==> src/rtl/phase_counter_if.sv <==
// phase_counter_if
//   Bundles the control and status signals between the traffic controller
//   FSM (master) and the phase counter (slave).
//   Signals:
//     r        preset request (count <= LOAD_VAL)
//     ld       parallel load enable
//     ld_val   parallel load value, WIDTH bits
//     up, dn   up/down count enables (up wins when both are high)
//     count    registered phase value, WIDTH bits
//     wrap_up  one-cycle strobe on an up step from MODULUS-1 to 0
//     wrap_dn  one-cycle strobe on a down step from 0 to MODULUS-1
//     step     one-cycle strobe on any up/down count step
//   WIDTH must match the WIDTH parameter of the attached phase_counter.
interface phase_counter_if #(
  parameter int unsigned WIDTH = 2
);
  logic             r;
  logic             ld;
  logic [WIDTH-1:0] ld_val;
  logic             up;
  logic             dn;
  logic [WIDTH-1:0] count;
  logic             wrap_up;
  logic             wrap_dn;
  logic             step;

  modport master (
    output r, ld, ld_val, up, dn,
    input  count, wrap_up, wrap_dn, step
  );

  modport slave (
    input  r, ld, ld_val, up, dn,
    output count, wrap_up, wrap_dn, step
  );
endinterface

==> src/rtl/phase_counter.sv <==
// phase_counter
//   Modulo-MODULUS up/down phase counter with preset, clamped parallel load,
//   step prescaler and one-cycle wrap/step strobes. All outputs registered.
//   Ports:
//     clk    rising-edge clock
//     clr_n  synchronous active-low clear (highest priority)
//     bus    phase_counter_if.slave: r, ld, ld_val, up, dn in;
//            count, wrap_up, wrap_dn, step out
//   Parameters:
//     WIDTH     count width in bits
//     MODULUS   number of phases, 2 <= MODULUS <= 2**WIDTH
//     LOAD_VAL  preset value applied by r, < MODULUS
//     PRESCALE  enabled up/dn cycles per count step, >= 1
//   Build option:
//     PHASE_CNT_SAT_EN  when defined, count saturates at 0 and MODULUS-1
//                       instead of wrapping; wrap strobes stay 0 and step is
//                       0 on a blocked step.
module phase_counter #(
  parameter int unsigned WIDTH    = 2,
  parameter int unsigned MODULUS  = 3,
  parameter int unsigned LOAD_VAL = 2,
  parameter int unsigned PRESCALE = 1
) (
  input logic            clk,
  input logic            clr_n,
  phase_counter_if.slave bus
);

  localparam int unsigned PW  = (PRESCALE > 1) ? $clog2(PRESCALE) : 1;
  localparam int unsigned WP1 = WIDTH + 1;

  // Bounds kept one bit wider than count so MODULUS == 2**WIDTH is representable.
  localparam logic [WIDTH:0]   MOD_W    = WP1'(MODULUS);
  localparam logic [WIDTH:0]   MAX_W    = WP1'(MODULUS - 1);
  localparam logic [WIDTH-1:0] MAX_C    = WIDTH'(MODULUS - 1);
  localparam logic [WIDTH-1:0] LOAD_C   = WIDTH'(LOAD_VAL);
  localparam logic [PW-1:0]    PRE_LAST = PW'(PRESCALE - 1);

  logic [WIDTH-1:0] count_q, count_d;
  logic [PW-1:0]    pre_q, pre_d;
  logic             wrap_up_q, wrap_up_d;
  logic             wrap_dn_q, wrap_dn_d;
  logic             step_q, step_d;

  logic [WIDTH:0]   cnt_ext;
  logic [WIDTH:0]   ldv_ext;

  always_comb begin
    cnt_ext   = {1'b0, count_q};
    ldv_ext   = {1'b0, bus.ld_val};
    count_d   = count_q;
    pre_d     = pre_q;
    wrap_up_d = 1'b0;
    wrap_dn_d = 1'b0;
    step_d    = 1'b0;

    if (bus.r) begin
      count_d = LOAD_C;
      pre_d   = '0;
    end else if (bus.ld) begin
      count_d = (ldv_ext < MOD_W) ? bus.ld_val : MAX_C;
      pre_d   = '0;
    end else if (bus.up || bus.dn) begin
      if (pre_q == PRE_LAST) begin
        // The prescaler rolls over even when a saturated step is blocked.
        pre_d = '0;
        if (bus.up) begin
          if (cnt_ext == MAX_W) begin
`ifdef PHASE_CNT_SAT_EN
            count_d = count_q;
`else
            count_d   = '0;
            wrap_up_d = 1'b1;
            step_d    = 1'b1;
`endif
          end else begin
            count_d = count_q + 1'b1;
            step_d  = 1'b1;
          end
        end else begin
          if (cnt_ext == '0) begin
`ifdef PHASE_CNT_SAT_EN
            count_d = count_q;
`else
            count_d   = MAX_C;
            wrap_dn_d = 1'b1;
            step_d    = 1'b1;
`endif
          end else begin
            count_d = count_q - 1'b1;
            step_d  = 1'b1;
          end
        end
      end else begin
        pre_d = pre_q + 1'b1;
      end
    end
  end

  always_ff @(posedge clk) begin
    if (!clr_n) begin
      count_q   <= '0;
      pre_q     <= '0;
      wrap_up_q <= 1'b0;
      wrap_dn_q <= 1'b0;
      step_q    <= 1'b0;
    end else begin
      count_q   <= count_d;
      pre_q     <= pre_d;
      wrap_up_q <= wrap_up_d;
      wrap_dn_q <= wrap_dn_d;
      step_q    <= step_d;
    end
  end

  assign bus.count   = count_q;
  assign bus.wrap_up = wrap_up_q;
  assign bus.wrap_dn = wrap_dn_q;
  assign bus.step    = step_q;

endmodule

==> src/flat_wrapper.sv <==
// flat-port wrapper written by rule: the top's interface ports become plain ports
module phase_counter_flat 
#(
  parameter int unsigned WIDTH    = 2,
  parameter int unsigned MODULUS  = 3,
  parameter int unsigned LOAD_VAL = 2,
  parameter int unsigned PRESCALE = 1
)
  (clk, clr_n, bus_r, bus_ld, bus_ld_val, bus_up, bus_dn, bus_count, bus_wrap_up, bus_wrap_dn, bus_step);
  phase_counter_if #(.WIDTH(WIDTH)) bus_i ();
  input logic clk;
  input logic clr_n;
  input wire logic [$bits(bus_i.r)-1:0] bus_r;
  input wire logic [$bits(bus_i.ld)-1:0] bus_ld;
  input wire logic [$bits(bus_i.ld_val)-1:0] bus_ld_val;
  input wire logic [$bits(bus_i.up)-1:0] bus_up;
  input wire logic [$bits(bus_i.dn)-1:0] bus_dn;
  output wire logic [$bits(bus_i.count)-1:0] bus_count;
  output wire logic [$bits(bus_i.wrap_up)-1:0] bus_wrap_up;
  output wire logic [$bits(bus_i.wrap_dn)-1:0] bus_wrap_dn;
  output wire logic [$bits(bus_i.step)-1:0] bus_step;
  assign bus_i.r = bus_r;
  assign bus_i.ld = bus_ld;
  assign bus_i.ld_val = bus_ld_val;
  assign bus_i.up = bus_up;
  assign bus_i.dn = bus_dn;
  assign bus_count = bus_i.count;
  assign bus_wrap_up = bus_i.wrap_up;
  assign bus_wrap_dn = bus_i.wrap_dn;
  assign bus_step = bus_i.step;
  phase_counter #(.WIDTH(WIDTH), .MODULUS(MODULUS), .LOAD_VAL(LOAD_VAL), .PRESCALE(PRESCALE)) u_core (.clk(clk), .clr_n(clr_n), .bus(bus_i));
endmodule
==> config.mk <==
export PLATFORM = sky130hd
export DESIGN_NAME = phase_counter_flat
export DESIGN_NICKNAME = d
export VERILOG_FILES = /design/src/rtl/phase_counter_if.sv /design/src/rtl/phase_counter.sv /design/src/flat_wrapper.sv
export SDC_FILE = /design/constraint.sdc
export NUM_CORES = 1
export LEC_CHECK = 0
export CORE_AREA = 2 2 39 41
export DETAILED_ROUTE_END_ITERATION = 7
export DIE_AREA = 0 0 41 43
export SLEW_MARGIN = 30
export SYNTH_ARGS = -nofsm -noshare
export SYNTH_HDL_FRONTEND = slang
export SYNTH_SLANG_ARGS = --single-unit
==> constraint.sdc <==
create_clock -name clk -period 1.2 [get_ports clk]
set_input_delay 0.12 -clock clk [delete_from_list [all_inputs] [get_ports clk]]
set_output_delay 0.12 -clock clk [all_outputs]
set_load 0.01 [all_outputs]
* Yosys cells after proc, flatten, opt, wreduce, memory -nomap -nowiden *
Cells that the tools add are included.

word-level totals
  register bits after elaboration = 6
  output and inout port bits = 5
  input port bits = 8
  logic and storage cells = 39

operators by class
  reductions and logical operators = 11
  add/sub/neg operators = 3
  mux-type cells = 12
  order comparisons = 1
  eq/ne operators = 3
  bitwise logic cells = 3

operators with widths
  cell                   count
  $mux W2                8
  $reduce_or A6 Y1       2
  $mux W1                4
  $reduce_and A2 Y1      2
  $reduce_or A4 Y1       1
  $ne A3 B3 Y1 const B   1
  $not A1 Y1             3
  $reduce_bool A3 Y1     1
  $reduce_or A3 Y1       1
  $add A2 B1 Y2 const B  1
  $eq A2 B2 Y1 const B   1
  $logic_not A2 Y1       1
  $lt A2 B2 Y1 const B   1
  $ne A2 B2 Y1 const B   1
  $reduce_bool A2 Y1     1
  $reduce_or A2 Y1       1
  $sub A2 B1 Y2 const B  1
  $add A1 B1 Y1 const B  1
  $logic_or A1 B1 Y1     1

* Longest topological paths before layout *
Gate-level depths: netlist (run 1).

  depth in word-level cells = 7
  depth in mapped cells = 5
  mapped depth without buffers = 5

* Least setup slack after synthesis (run 1) *
No wires, ideal clock.

  path kind = register to register
  from = register u_core.count_q[0] (netlist: u_core.bus.count[0])
  to = register u_core.count_q[1] (netlist: u_core.bus.count[1])
  arrival time = 1,218 ps
  cell stages (with the launch flop) = 5
  buffers on the path = 0
  path slack = -88 ps
  required time = 1,130 ps
  library setup time = 70 ps
  path through = dfxtp_1 > inv_1 > ha_1 > a311o_2 > a21oi_1

on the way
  word-level cells in the longest chain between the ends = 7
  elaborated cells between the ends (all ways) = 11
  classes of those cells = add/sub (2); eq/ne (1); mux (7); reduce/logical (1)

ends and longest elaborated chain
  what                                   line                                      text
  from (decl)                            phase_counter.sv:39                       logic [WIDTH-1:0] count_q, count_d;
  from (signal assigned)                 phase_counter.sv:108                      count_q <= count_d;
  $sub A2 B1 Y2 (tied with other cells)  phase_counter.sv:90                       count_d = count_q - 1'b1;
  $mux W2, on equally long branches      phase_counter.sv:81, phase_counter.sv:68
  $mux W2 *                              phase_counter.sv:67                       if (bus.up) begin
  $mux W2 *                              phase_counter.sv:64                       if (pre_q == PRE_LAST) begin
  $mux W2 *                              phase_counter.sv:63                       end else if (bus.up || bus.dn) begin
  $mux W2 *                              phase_counter.sv:60                       end else if (bus.ld) begin
  $mux W2 *                              phase_counter.sv:57                       if (bus.r) begin

Every way passes the cells marked *; elsewhere a longest branch is shown, timed or not. The select of a mux whose other input is x is not followed.
A chain may end at the register's enable or synchronous reset.

* Final worst setup path (run 1) *
  from = register u_core.count_q[0] (netlist: u_core.bus.count[0])
  to = register u_core.count_q[0] (netlist: u_core.bus.count[0])

on the way
  word-level cells in the longest chain between the ends = 6
  elaborated cells between the ends (all ways) = 10
  classes of those cells = add/sub (2); eq/ne (1); mux (6); reduce/logical (1)

ends and longest elaborated chain
  what                                   line
  $sub A2 B1 Y2 (tied with other cells)  phase_counter.sv:90
  $mux W2, on equally long branches      phase_counter.sv:81, phase_counter.sv:68
  $mux W2 *                              phase_counter.sv:67
  $mux W2 *                              phase_counter.sv:64
  $mux W2 *                              phase_counter.sv:63
  $mux W2 *                              phase_counter.sv:60

Marked as above.

==> impl_metrics.json, run 1 <==
{
  "die_w_um": 41,
  "async_flop_share": 0,
  "first_pass_iters": 4,
  "synth_area_um2": 272,
  "avgSynthCellArea_um2": 9.05,
  "io_buffers": 12,
  "cp.arrival_ns": 1.33,
  "drt_iter0_markers": 12,
  "final_net_count": 62,
  "ys_seq_area_frac": 0.369,
  "cts_buffer_depth": 2,
  "coreArea_um2": 1380,
  "required_ns": 1.36,
  "vias_per_cell": 4.36,
  "vdd_drop_max_mv": 0.336,
  "ys_seq_elements": 5,
  "ant_nets": 0,
  "dpl.cell_count": 62,
  "finalPower_uw": 474,
  "cts_tree": "built",
  "yosysTopAreaCellShare": 0.369,
  "final_max_slew_viol_count": 0,
  "outcome": "completed",
  "worst_pin_slew_ns": 0.235,
  "worstHoldPathCells": 3,
  "syn_to_final_growth_pct": 82.5,
  "path_class": "flip-flop to flip-flop",
  "initial_core_util": 0.196,
  "grt_pass1_vias": 252,
  "layout-drive-gt1-share": 0.340,
  "r2r_start": "u_core.bus.count[0]",
  "slowest_delay_ns": 0.34,
  "powerDensity_nw_per_um2": 956,
  "worstHoldPathType": "input pin to flip-flop",
  "vias": 288,
  "insertion_delay_ns": 0.24,
  "routed_wl_um": 645,
  "cp-end-kind": "flip-flop",
  "finalSetupTns_ns": 0,
  "crit_family": "flip-flops",
  "final_cells": 66,
  "cts_setup_buffers": 0,
  "synth_common_cells": "5 x dfxtp_1, 3 x ha_1, 3 x inv_1",
  "clock_sinks": 5,
  "antenna_found_initial": 0,
  "wl_met3_um": 61,
  "yosys_warnings": 0,
  "synth_top_area_cell": "dfxtp_1",
  "r2r-end": "u_core.bus.count[0]",
  "n_antenna_cell": 0,
  "synth_edf_count": 0,
  "finalCriticalPeriod_ns": 1.16,
  "drv_cap": 0,
  "min_period_over_period": 0.970,
  "gr-usage-all-layers": 0.0915,
  "layout_setup_ws_ns": 0.0360,
  "gp_congestion": 0.715,
  "hold_end": "u_core.bus.count[1]",
  "hold_ws_ns": 0.462,
  "dp_hpwl_um": 510,
  "max_freq_mhz": 859,
  "path_clk_slew_ns": 0.05,
  "root_buffer": "clkbuf_4",
  "highest_layer": "met3",
  "synth_area_leaders": "dfxtp_1 37%, ha_1 14%, nand3b_1 5.5%",
  "worstPathCellList": "inv_2 > ha_2 > mux2i_1 > or3_1 > a31oi_1",
  "io_pins": 13,
  "met2_length_um": 300,
  "overflow": 0,
  "die_h_um": 43,
  "timing.critical_path.buf_inv": 1,
  "wl_met1_um": 283,
  "grt_setup_unrepaired": "true",
  "avgRoutedWirePerCell_um": 9.77,
  "post-place-ws_ns": -0.202,
  "skew_ns": 0.00582,
  "drc_errors": 0,
  "grt_start_max_net_pins": 9,
  "ctsHtreeMaxLevel": 1,
  "synthCells": 30,
  "worstHoldStart": "clr_n",
  "cts_buffers": 3,
  "maxSlewHeadroom": 0.842,
  "grt_pass1_wl_um": 1040,
  "path_max_fanout": 3,
  "synth.most_common_cell": "dfxtp_1",
  "final-hold-violation-count": 0,
  "syn_nets": 41,
  "rows": 14,
  "yosysUniqueCellTypes": 18,
  "reg2reg_depth": 5,
  "ys.flop_type": "dfxtp_1",
  "crit_slowest_cell": "dfxtp_4",
  "leakagePower_uw": 0.000236,
  "finalSetupViolations": 0,
  "cp-start-kind": "flip-flop",
  "reg2reg_setup_slack_ns": 0.04,
  "postCtsHoldBufs": 0,
  "die-area_um2": 1760
}
-- cell usage in the layout (no fill, tap or decap) --
cell	synthesis	routed
a21oi_1	2	1
a21oi_2	0	1
a311o_2	1	1
a31oi_1	1	1
buf_4	0	5
clkbuf_1	0	1
clkbuf_4	0	3
clkdlybuf4s50_1	0	7
dfxtp_1	5	3
dfxtp_4	0	2
dlygate4sd2_1	0	3
dlymetal6s2s_1	0	2
ha_1	3	1
ha_2	0	1
ha_4	0	1
inv_1	3	1
inv_2	0	2
mux2i_1	1	1
nand2_1	2	2
nand2b_1	1	1
nand3b_1	2	2
nor2_1	1	1
nor2b_1	1	1
nor3_1	2	2
nor4_1	1	1
o21ai_2	0	1
or3_1	1	1
or4_1	1	1
-- kinds of logic (layout without fill, tap and decap cells) --
kind of cell,Yosys count,after routing,synth area share
DFF,5,5,0.369
buffers and inverters,4,24,0.0829
and+or+nand+nor,12,12,0.254
AOI/OAI and AO/OA,5,5,0.120
adders and majority gates,3,3,0.138
muxes,1,1,0.0369
-- power breakdown --
part / switching, µW / internal (µW) / total, µW
clock: 70.4 / 126 / 196
sequential: 4.49 / 172 / 176
combinational: 42.2 / 59.0 / 101
total: 117 / 356 / 474
-- worst max path at each step --
stage,endpoint,cells after the start,start
3_3_place_gp,u_core.bus.count[1],4,bus_ld
5_1_grt,u_core.bus.count[0],5,u_core.bus.count[0]
3_5_place_dp,u_core.bus.count[1],4,bus_up
4_1_cts,bus_wrap_up,1,u_core.bus.wrap_up
6_report,u_core.bus.count[0],5,u_core.bus.count[0]
2_1_floorplan,u_core.bus.count[1],4,u_core.bus.count[1]
-- routing by layer --
| layer | vias to the layer above | GRT usage |
|---|---|---|
| met5 | - | 0 |
| met4 | 0 | 0.0600 |
| met3 | 0 | 0.0471 |
| met2 | 12 | 0.113 |
| met1 | 130 | 0.119 |
| li1 | 146 | - |
-- stage by stage --
step	area, µm²	utilization
after floorplan	279	-
after global placement	445	0.322
after global routing	495	0.358
final	495	0.358
after detailed placement	445	0.322
after CTS	472	0.341
-- cell type report --
cell class | count | area, µm²
Clock buffer | 4 | 26.3
Tap cell | 16 | 20.0
Timing Repair Buffer | 17 | 159
Fill cell | 149 | 888
Inverter | 3 | 11.3
Multi-Input combinational cell | 21 | 171
Sequential cell | 5 | 108
-- repair_timing --
item,in CTS,in global routing
pin swaps,2,1
gates resized for setup,4,5
endpoints found under the setup margin,4,4
endpoints found under the hold margin,0,0
-- sequential cells by signal, summed over array words and instances (netlist names) --
name	cells
u_core.bus.count	2
u_core.bus.step	1
u_core.bus.wrap_dn	1
u_core.bus.wrap_up	1
-- tightest hold or removal path, cell delays in order --
cell and delay, ns:
clkdlybuf4s50_1 0.44, o21ai_2 0.08, a21oi_2 0.03
No activity file was read; power rests on OpenSTA's default activity.
==> run 2: changes to the inputs <==
SLEW_MARGIN = not set   (was 30)
==> results of run 2 <==
No change in the layout: final DEF, timing and power equal those of run 1.
